### src/rtl/i2c_read_scheduler_pkg.sv
// i2c_sched_pkg: state encoding, default widths and timeout counter sizing for the I2C read scheduler
package i2c_sched_pkg;

   typedef enum logic [1:0] {
      IDLE  = 2'd0,
      ISSUE = 2'd1,
      WAIT  = 2'd2,
      RESP  = 2'd3
   } state_t;

   localparam int ADDR_W_DEF = 8;
   localparam int DATA_W_DEF = 8;

   // The counter only has to reach TIMEOUT-1, so clog2(TIMEOUT) bits suffice.
   function automatic int cnt_w(input int timeout);
      return $clog2(timeout);
   endfunction

endpackage

### src/rtl/i2c_read_scheduler_if.sv
// i2c_read_scheduler_if: requester and master-side signals of the I2C read scheduler
// master modport: the scheduler (drives grants, responses and master commands)
// slave modport : the environment (drives requests and master completions)
interface i2c_read_scheduler_if
   import i2c_sched_pkg::*;
#(
   parameter int NREQ   = 4,
   parameter int ADDR_W = ADDR_W_DEF,
   parameter int DATA_W = DATA_W_DEF
);

   logic [NREQ-1:0]        req;
   logic [NREQ*ADDR_W-1:0] req_addr;
   logic [NREQ-1:0]        gnt;
   logic [NREQ-1:0]        resp_valid;
   logic [DATA_W-1:0]      resp_data;
   logic                   resp_err;
   logic [ADDR_W-1:0]      m_addr;
   logic                   m_start;
   logic                   m_abort;
   logic                   m_done;
   logic [DATA_W-1:0]      m_data;
   logic                   m_nack;

   modport master (
      input  req, req_addr, m_done, m_data, m_nack,
      output gnt, resp_valid, resp_data, resp_err, m_addr, m_start, m_abort
   );

   modport slave (
      output req, req_addr, m_done, m_data, m_nack,
      input  gnt, resp_valid, resp_data, resp_err, m_addr, m_start, m_abort
   );

endinterface

### src/rtl/i2c_read_scheduler_rr_arbiter.sv
// rr_arbiter: combinational round-robin pick, searching upward from ptr with wrap
// req: request vector; ptr: highest-priority index
// gnt: one-hot winner; idx: winner index; any: at least one request present
module rr_arbiter #(
   parameter int NREQ = 4,
   parameter int IW   = $clog2(NREQ)
) (
   input  logic [NREQ-1:0] req,
   input  logic [IW-1:0]   ptr,
   output logic [NREQ-1:0] gnt,
   output logic [IW-1:0]   idx,
   output logic            any
);

   always_comb begin
      idx = '0;
      any = |req;
      // Offsets are walked from farthest to nearest, so the requester closest to ptr is written last and wins.
      for (int k = NREQ - 1; k >= 0; k--)
         for (int j = 0; j < NREQ; j++)
            if (req[j] && IW'((int'(ptr) + k) % NREQ) == IW'(j)) idx = IW'(j);
      gnt = any ? NREQ'(1) << idx : '0;
   end

endmodule

### src/rtl/i2c_read_scheduler.sv
// i2c_read_scheduler: round-robin sharing of one I2C master among NREQ one-byte read requesters
// clk/rst: single clock, synchronous active-high reset
// bus    : requests/grants/responses toward requesters, address/start/abort/done toward the master
module i2c_read_scheduler
   import i2c_sched_pkg::*;
#(
   parameter int NREQ    = 4,
   parameter int ADDR_W  = ADDR_W_DEF,
   parameter int DATA_W  = DATA_W_DEF,
   parameter int TIMEOUT = 1024
) (
   input logic                  clk,
   input logic                  rst,
   i2c_read_scheduler_if.master bus
);

   localparam int IW = $clog2(NREQ);
   localparam int CW = cnt_w(TIMEOUT);

   state_t            state, nxt;
   logic [IW-1:0]     idx, rr_ptr, arb_idx;
   logic [NREQ-1:0]   arb_gnt;
   logic              arb_any, expire;
   logic [CW-1:0]     cnt;
   logic [ADDR_W-1:0] sel_addr;

   rr_arbiter #(.NREQ(NREQ)) u_arb (
      .req (bus.req),
      .ptr (rr_ptr),
      .gnt (arb_gnt),
      .idx (arb_idx),
      .any (arb_any)
   );

   always_comb begin
      sel_addr = '0;
      for (int k = 0; k < NREQ; k++)
         if (arb_idx == IW'(k)) sel_addr = bus.req_addr[k*ADDR_W +: ADDR_W];
   end

   // A completion arriving in the expiry cycle wins over the timeout.
   always_comb begin
      nxt    = state;
      expire = 1'b0;
      case (state)
         IDLE:  nxt = arb_any ? ISSUE : IDLE;
         ISSUE: nxt = WAIT;
         WAIT: begin
            expire = !bus.m_done && cnt == CW'(TIMEOUT - 1);
            nxt    = (bus.m_done || expire) ? RESP : WAIT;
         end
         default: nxt = IDLE;
      endcase
   end

   // Outputs are loaded on the edge entering the state that presents them, keeping them registered.
   always_ff @(posedge clk) begin
      if (rst) begin
         state          <= IDLE;
         idx            <= '0;
         rr_ptr         <= '0;
         cnt            <= '0;
         bus.gnt        <= '0;
         bus.resp_valid <= '0;
         bus.resp_data  <= '0;
         bus.resp_err   <= 1'b0;
         bus.m_addr     <= '0;
         bus.m_start    <= 1'b0;
         bus.m_abort    <= 1'b0;
      end else begin
         state          <= nxt;
         cnt            <= (nxt == WAIT) ? cnt + 1'b1 : '0;
         bus.gnt        <= (nxt == ISSUE) ? arb_gnt : '0;
         bus.m_start    <= nxt == ISSUE;
         bus.m_abort    <= expire;
         bus.resp_valid <= (nxt == RESP) ? NREQ'(1) << idx : '0;
         if (nxt == ISSUE) begin
            idx        <= arb_idx;
            bus.m_addr <= sel_addr;
         end
         if (state == ISSUE) rr_ptr <= (idx == IW'(NREQ - 1)) ? '0 : idx + 1'b1;
         if (state == WAIT && bus.m_done) begin
            bus.resp_data <= bus.m_data;
            bus.resp_err  <= bus.m_nack;
         end else if (expire) begin
            bus.resp_data <= '0;
            bus.resp_err  <= 1'b1;
         end
      end
   end

endmodule

### src/flat_wrapper.sv
// flat-port wrapper written by rule: the top's interface ports become plain ports
module i2c_read_scheduler_flat import i2c_sched_pkg::*;
#(
   parameter int NREQ    = 4,
   parameter int ADDR_W  = ADDR_W_DEF,
   parameter int DATA_W  = DATA_W_DEF,
   parameter int TIMEOUT = 1024
)
  (clk, rst, bus_req, bus_req_addr, bus_m_done, bus_m_data, bus_m_nack, bus_gnt, bus_resp_valid, bus_resp_data, bus_resp_err, bus_m_addr, bus_m_start, bus_m_abort);
  i2c_read_scheduler_if #(.NREQ(NREQ), .ADDR_W(ADDR_W), .DATA_W(DATA_W)) bus_i ();
  input logic clk;
  input logic rst;
  input wire logic [$bits(bus_i.req)-1:0] bus_req;
  input wire logic [$bits(bus_i.req_addr)-1:0] bus_req_addr;
  input wire logic [$bits(bus_i.m_done)-1:0] bus_m_done;
  input wire logic [$bits(bus_i.m_data)-1:0] bus_m_data;
  input wire logic [$bits(bus_i.m_nack)-1:0] bus_m_nack;
  output wire logic [$bits(bus_i.gnt)-1:0] bus_gnt;
  output wire logic [$bits(bus_i.resp_valid)-1:0] bus_resp_valid;
  output wire logic [$bits(bus_i.resp_data)-1:0] bus_resp_data;
  output wire logic [$bits(bus_i.resp_err)-1:0] bus_resp_err;
  output wire logic [$bits(bus_i.m_addr)-1:0] bus_m_addr;
  output wire logic [$bits(bus_i.m_start)-1:0] bus_m_start;
  output wire logic [$bits(bus_i.m_abort)-1:0] bus_m_abort;
  assign bus_i.req = bus_req;
  assign bus_i.req_addr = bus_req_addr;
  assign bus_i.m_done = bus_m_done;
  assign bus_i.m_data = bus_m_data;
  assign bus_i.m_nack = bus_m_nack;
  assign bus_gnt = bus_i.gnt;
  assign bus_resp_valid = bus_i.resp_valid;
  assign bus_resp_data = bus_i.resp_data;
  assign bus_resp_err = bus_i.resp_err;
  assign bus_m_addr = bus_i.m_addr;
  assign bus_m_start = bus_i.m_start;
  assign bus_m_abort = bus_i.m_abort;
  i2c_read_scheduler #(.NREQ(NREQ), .ADDR_W(ADDR_W), .DATA_W(DATA_W), .TIMEOUT(TIMEOUT)) u_core (.clk(clk), .rst(rst), .bus(bus_i));
endmodule
### config.mk
export PLATFORM = sky130hd
export DESIGN_NAME = i2c_read_scheduler_flat
export DESIGN_NICKNAME = d
export VERILOG_FILES = /design/src/rtl/i2c_read_scheduler_pkg.sv /design/src/rtl/i2c_read_scheduler_if.sv /design/src/rtl/i2c_read_scheduler_rr_arbiter.sv /design/src/rtl/i2c_read_scheduler.sv /design/src/flat_wrapper.sv
export SDC_FILE = /design/constraint.sdc
export NUM_CORES = 1
export LEC_CHECK = 0
export BUFFER_PORTS_ARGS = -buffer_cell sky130_fd_sc_hd__buf_2
export CAP_MARGIN = 5
export CORE_UTILIZATION = 43
export DETAILED_ROUTE_END_ITERATION = 8
export PLACE_DENSITY = 0.77
export SLEW_MARGIN = 20
export SYNTH_ARGS = -nofsm -noshare
export SYNTH_HDL_FRONTEND = slang
export SYNTH_SLANG_ARGS = --single-unit
### constraint.sdc
create_clock -name clk -period 2 [get_ports clk]
set_input_delay 0.1 -clock clk [delete_from_list [all_inputs] [get_ports clk]]
set_output_delay 0.1 -clock clk [all_outputs]
set_load 0.02 [all_outputs]
### After elaboration in Yosys (flattened, before gate mapping)

Cells that the tools add are included.
Widths: inputs -> output; s select.

| word-level totals | value |
|---|---|
| bits in registers | 43 |
| input bits | 48 |
| output and inout port bits | 27 |
| logic and storage cells | 101 |

| operators by class | value |
|---|---|
| add/subtract/negate cells | 5 |
| equality and inequality tests | 22 |
| shifts and indexed selects | 2 |
| multiplexer cells | 28 |
| bitwise logic cells | 4 |
| reductions and logical operators | 29 |

Operators by type and width:

| kind | count |
|---|---|
| $mux 8 | 6 |
| $mux 2 | 15 |
| $eq 2x2->1 const B | 14 |
| $logic_and 1x1->1 | 17 |
| $eq 2x1->1 const B | 7 |
| $add 10x1->10 const B | 1 |
| $eq 10x10->1 const B | 1 |
| $logic_not 2->1 | 5 |
| $shl 1x2->4 const A | 2 |
| $mux 1 | 6 |
| $pmux 2 s3 | 1 |
| $add 2x1->2 const B | 2 |
| $add 2x2->2 const B | 2 |
| $not 1->1 | 4 |
| $reduce_or 2->1 | 2 |
| $reduce_or 4->1 | 1 |
| $reduce_or 3->1 | 1 |
| $reduce_bool 2->1 | 1 |
| $logic_not 1->1 | 1 |
| $logic_or 1x1->1 | 1 |

### Longest topological paths before layout

| logic depth | value |
|---|---|
| depth after elaboration | 23 |
| depth in mapped cells | 11 |
| mapped depth without buffers | 8 |

### Cells and area by module

From an unflattened synthesis, not the netlist that was laid out.

| second synthesis, totals | value |
|---|---|
| cell total of the unflattened synthesis | 198 |
| area total of the unflattened synthesis | 1974.4 um^2 |

By module, submodules not included:

| module | times used | cells each | area an instance (um^2) | sequential area each (um^2) |
|---|---|---|---|---|
| i2c_read_scheduler | 1 | 170 | 1806.7 | 860.8 |
| rr_arbiter | 1 | 28 | 167.7 | 0.0 |

### Worst setup path after synthesis

No wires, ideal clock.

| timing path | value |
|---|---|
| path type | register to register |
| start point | register u_core.state[0] |
| end point | register u_core.bus.m_addr[5] |
| library setup time | 103 ps |
| data arrival time | 1894 ps |
| data required time | 1897 ps |
| setup slack | 3 ps |
| stages on the path, launching flop included | 11 |
| buffers on the path | 2 |
| period minus slack after synthesis | 1997 ps |
| cell sequence | dfxtp_1 -> inv_1 -> ha_1 -> and2_1 -> buf_2 -> a31oi_4 -> a21o_4 -> or2_1 -> buf_6 -> nor3_1 -> a2111oi_2 |

| on the way | value |
|---|---|
| word-level cells in the longest chain between the ends | 3 |
| elaborated cells between the ends (all ways) | 5 |
| classes of those cells | eq/ne (3); mux (1); reduce/logical (1) |

RTL lines:

| element | RTL line | source |
|---|---|---|
| start: declaration | i2c_read_scheduler.sv:20 | `state_t state, nxt;` |
| start signal: assignment | i2c_read_scheduler.sv:71 | `state <= nxt;` |
| $eq 2x2->1, or another cell as far along | i2c_read_scheduler.sv:45 | `case (state)` |
| $pmux 2 s3 * | i2c_read_scheduler.sv:45 |  |
| $eq 2x1->1 * | i2c_read_scheduler.sv:77 | `if (nxt == ISSUE) begin` |
| end signal: assignment | i2c_read_scheduler.sv:79 | `bus.m_addr <= sel_addr;` |
| end: declaration | i2c_read_scheduler_if.sv:27 | `output gnt, resp_valid, resp_data, resp_err, m_addr, m_start, m_abort` |

Mark *: on every way between the ends. The rest lies on a longest branch, timed or not.
A chain may end at the register's enable or synchronous reset.

### Final worst setup path

| timing path | value |
|---|---|
| start point | register u_core.state[1] |
| end point | register u_core.bus.m_addr[3] |

The elaborated chain is that of the path after synthesis.

==> results_dict.tcl <==
set metrics [dict create \
    status "finished clean" \
    drt_wl_total_um 4530 \
    crit_path_max_fanout 11 \
    ios 75 \
    worstHoldPathCells 2 \
    routedWlPerCell_um 13.0 \
    critPathRequiredTime_ns 2.20 \
    via_per_inst 5.27 \
    grt_antenna_before_repair 0 \
    r2r_end "u_core.bus.m_addr[3]$_SDFFE_PP0P_" \
    cp.arrival_ns 2.13 \
    worst-r2r-setup-slack_ns 0.07 \
    via_count 1843 \
    power_uw 2970 \
    diodes 0 \
    tns_ns 0 \
    ir_drop_mv 0.715 \
    hp-start "rst" \
    drive_gt1_share_pct 37.9 \
    path_cells "ha_1 -> and3_4 -> a31oi_4 -> a21o_4 -> or2_4 -> buf_12 -> o41ai_1" \
    gp_routability_congestion 0.775 \
    portBuffers 74 \
    post-route-min-period_ns 1.93 \
    htreeDepth 2 \
    grt_pass1_wl_um 7580 \
    cts_setup_buffers 0 \
    synth.top_cell.area_share_pct 44.6 \
    die_w_um 69.0 \
    slew-limit-headroom_pct 75.2 \
    design.die.area_mm2 0.00476 \
    clockRootBuffer "clkbuf_8" \
    overflow 0 \
    period_share_pct 96.5 \
    tightest_slew_ns 0.371 \
    yosys-top-cells-area "dfxtp_1 (45%), nor2_1 (7.6%), ha_1 (3.9%), a22oi_1 (3.1%), a221oi_1 (2.7%)" \
    hold_end "u_core.idx[0]$_SDFFE_PP0P_" \
    drt_iter0_drc 134 \
    syn-instance-count 210 \
    grt.total_usage_pct 19.4 \
    placed_cell_area_mm2 0.00244 \
    nets 351 \
    insertion_delay_ns 0.30 \
    post-route-util_pct 59.8 \
    clk_pin_slew_worst_paths_ns 0.09 \
    area_growth_pct 33.9 \
    ys_ff_latch 43 \
    core_area_mm2 0.00432 \
    cts_tree "yes" \
    finClkSkew_ns 0.00986 \
    hold_path_class "in2reg" \
    start_kind "flip-flop" \
    synth.avg_cell_area_um2 9.20 \
    crit_path_end_kind "flip-flop" \
    slew_violations 0 \
    finalSetupViolations 0 \
    leakage_uw 0.00117 \
    pwr_density_cell_mw_per_mm2 1150 \
    crit_path_max_incr_delay_ns 0.37 \
    r2r_start "u_core.state[1]$_SDFF_PP0_" \
    regArea_um2 861 \
    r2r_cells 7 \
    synth_flop_cell "dfxtp_1" \
    cp_num_buf_inv 1 \
    start_util_pct 44.7 \
    final_area_mm2 0.00259 \
    fmax_mhz 518 \
    synth_commonest_cells "dfxtp_1 (43), nor2_1 (39), nand2_1 (13)" \
    ys_seq_area_share_pct 44.6 \
    critPathKind "reg2reg" \
    finalHoldViolations 0 \
    ys_warn_count 0 \
    critical-path-top-delay-family "compound AO/OA/AOI/OAI gates" \
    syn_nets 264 \
    fill_cells 400 \
    firstDrtPassIters 4 \
    async_flop_share_pct 0 \
    grt_pass1_vias 1741 \
    synth_area_mm2 0.00193 \
    synth_edf_count 0 \
    synth_cell_types 41 \
    cap_violations 0 \
    fp-row-count 24 \
    cts_inserted_buffers 5 \
    grt_max_degree 28 \
    postRouteAntennaNets 0 \
    path_depth 7 \
    dieHeight_um 69.0 \
    synth.most_common_cell "dfxtp_1" \
    yosys.area.top_type "dfxtp_1" \
    ctsLongestPathBuffers 2 \
    drc 0 \
    cp_slowest_cell "dfxtp_1" \
    cts_sinks 43 \
    dp_hpwl_um 3350 \
    multi_input_area_mm2 0.00103 \
]
==> timing repair <==
| item | 4_1_cts | 5_1_grt |
|---|---|---|
| hold buffers | 1 | 0 |
| endpoints found under the setup margin | 4 | 7 |
| hold endpoints to repair | 1 | 0 |
| gates resized for setup | 1 | 8 |
==> power by group <==
part           switching (uW)  internal, uW
clock                     305           282
combinational             706           565
sequential               96.8          1020
==> metal layers <==
| metal | share of wire, % | track usage, % | up-vias |
|---|---|---|---|
| li1 | - | - | 920 |
| met5 | 0 | 0 | - |
| met4 | 2.1 | 10.2 | 0 |
| met1 | 46 | 24.4 | 865 |
| met2 | 47 | 31.7 | 51 |
| met3 | 4.7 | 3.36 | 7 |
==> flip-flops by register name, summed over array words and instances (netlist names), 2 cells and up <==
name                   flops
u_core.state               2
u_core.idx                 2
u_core.bus.resp_valid      4
u_core.bus.gnt             4
u_core.cnt                10
u_core.bus.m_addr          8
u_core.bus.resp_data       8
u_core.rr_ptr              2
==> cell usage in the layout, fill, tap and decap left out, drive strengths merged, types with 2 or more instances in the layout <==
master / netlist / layout
inv: 6 / 6
a22oi: 8 / 8
nand2: 13 / 13
o22a: 2 / 2
o22ai: 3 / 3
a21oi: 8 / 8
nand3b: 5 / 5
mux2i: 2 / 2
xnor2: 4 / 4
a2111oi: 2 / 2
nand3: 4 / 4
a21o: 2 / 2
nor3: 4 / 4
nor2b: 7 / 7
nand2b: 2 / 2
o41ai: 5 / 5
clkbuf: 3 / 6
nor3b: 2 / 2
buf: 6 / 88
dfxtp: 43 / 43
and2: 2 / 2
and3: 5 / 5
o21a: 6 / 6
ha: 6 / 6
or2: 2 / 2
o211ai: 2 / 2
a221oi: 6 / 6
nor2: 39 / 39
xor2: 4 / 4
==> how the worst max path moves through the flow <==
stage	start	end	slack [ns]
finish	u_core.state[1]$_SDFF_PP0_	u_core.bus.m_addr[3]$_SDFFE_PP0P_	0.07
global placement	u_core.state[0]$_SDFF_PP0_	u_core.bus.m_addr[1]$_SDFFE_PP0P_	0.07
CTS	u_core.rr_ptr[0]$_SDFFE_PP0N_	u_core.bus.m_addr[1]$_SDFFE_PP0P_	0.04
detailed placement	u_core.state[0]$_SDFF_PP0_	u_core.bus.m_addr[3]$_SDFFE_PP0P_	-0.01
global route	u_core.state[0]$_SDFF_PP0_	u_core.bus.m_addr[1]$_SDFFE_PP0P_	-0.02
floorplan	u_core.state[0]$_SDFF_PP0_	u_core.bus.m_addr[5]$_SDFFE_PP0P_	0.003
==> through the flow <==
stage	instances	worst slack, ns	hold WS, ns
floorplan	210	0.00276	0.177
detailed placement	341	-0.0108	0.297
global route	350	-0.0165	0.0508
global placement	341	0.0664	0.288
CTS	350	0.0367	0.0296
finish	350	0.0690	0.0347
==> area by class of cell <==
class	instances	area share (%)
inverter	6	0.870
clock buffer	6	3.19
timing repair buffer	89	19.7
multi-input combinational	152	39.8
sequential	43	33.3
tap	52	2.51
clock inverter	2	0.629
==> worst register-to-register path: stages, from the launching register on <==
cell and delay, ns:
dfxtp_1 0.37, ha_1 0.19, and3_4 0.21, a31oi_4 0.10
a21o_4 0.21, or2_4 0.27, buf_12 0.15, o41ai_1 0.34
==> kinds of logic (layout without fill, tap and decap cells) <==
group	Yosys count	count (layout)	share of synthesized area, %
xor+xnor	8	8	3.63
buf+inv	15	103	3.89
compound gates	48	48	20.7
flops	43	43	44.6
fa+ha+maj	6	6	3.89
simple gates	87	87	21.7
mux	3	3	1.62
(Power assumes the default switching activity.)
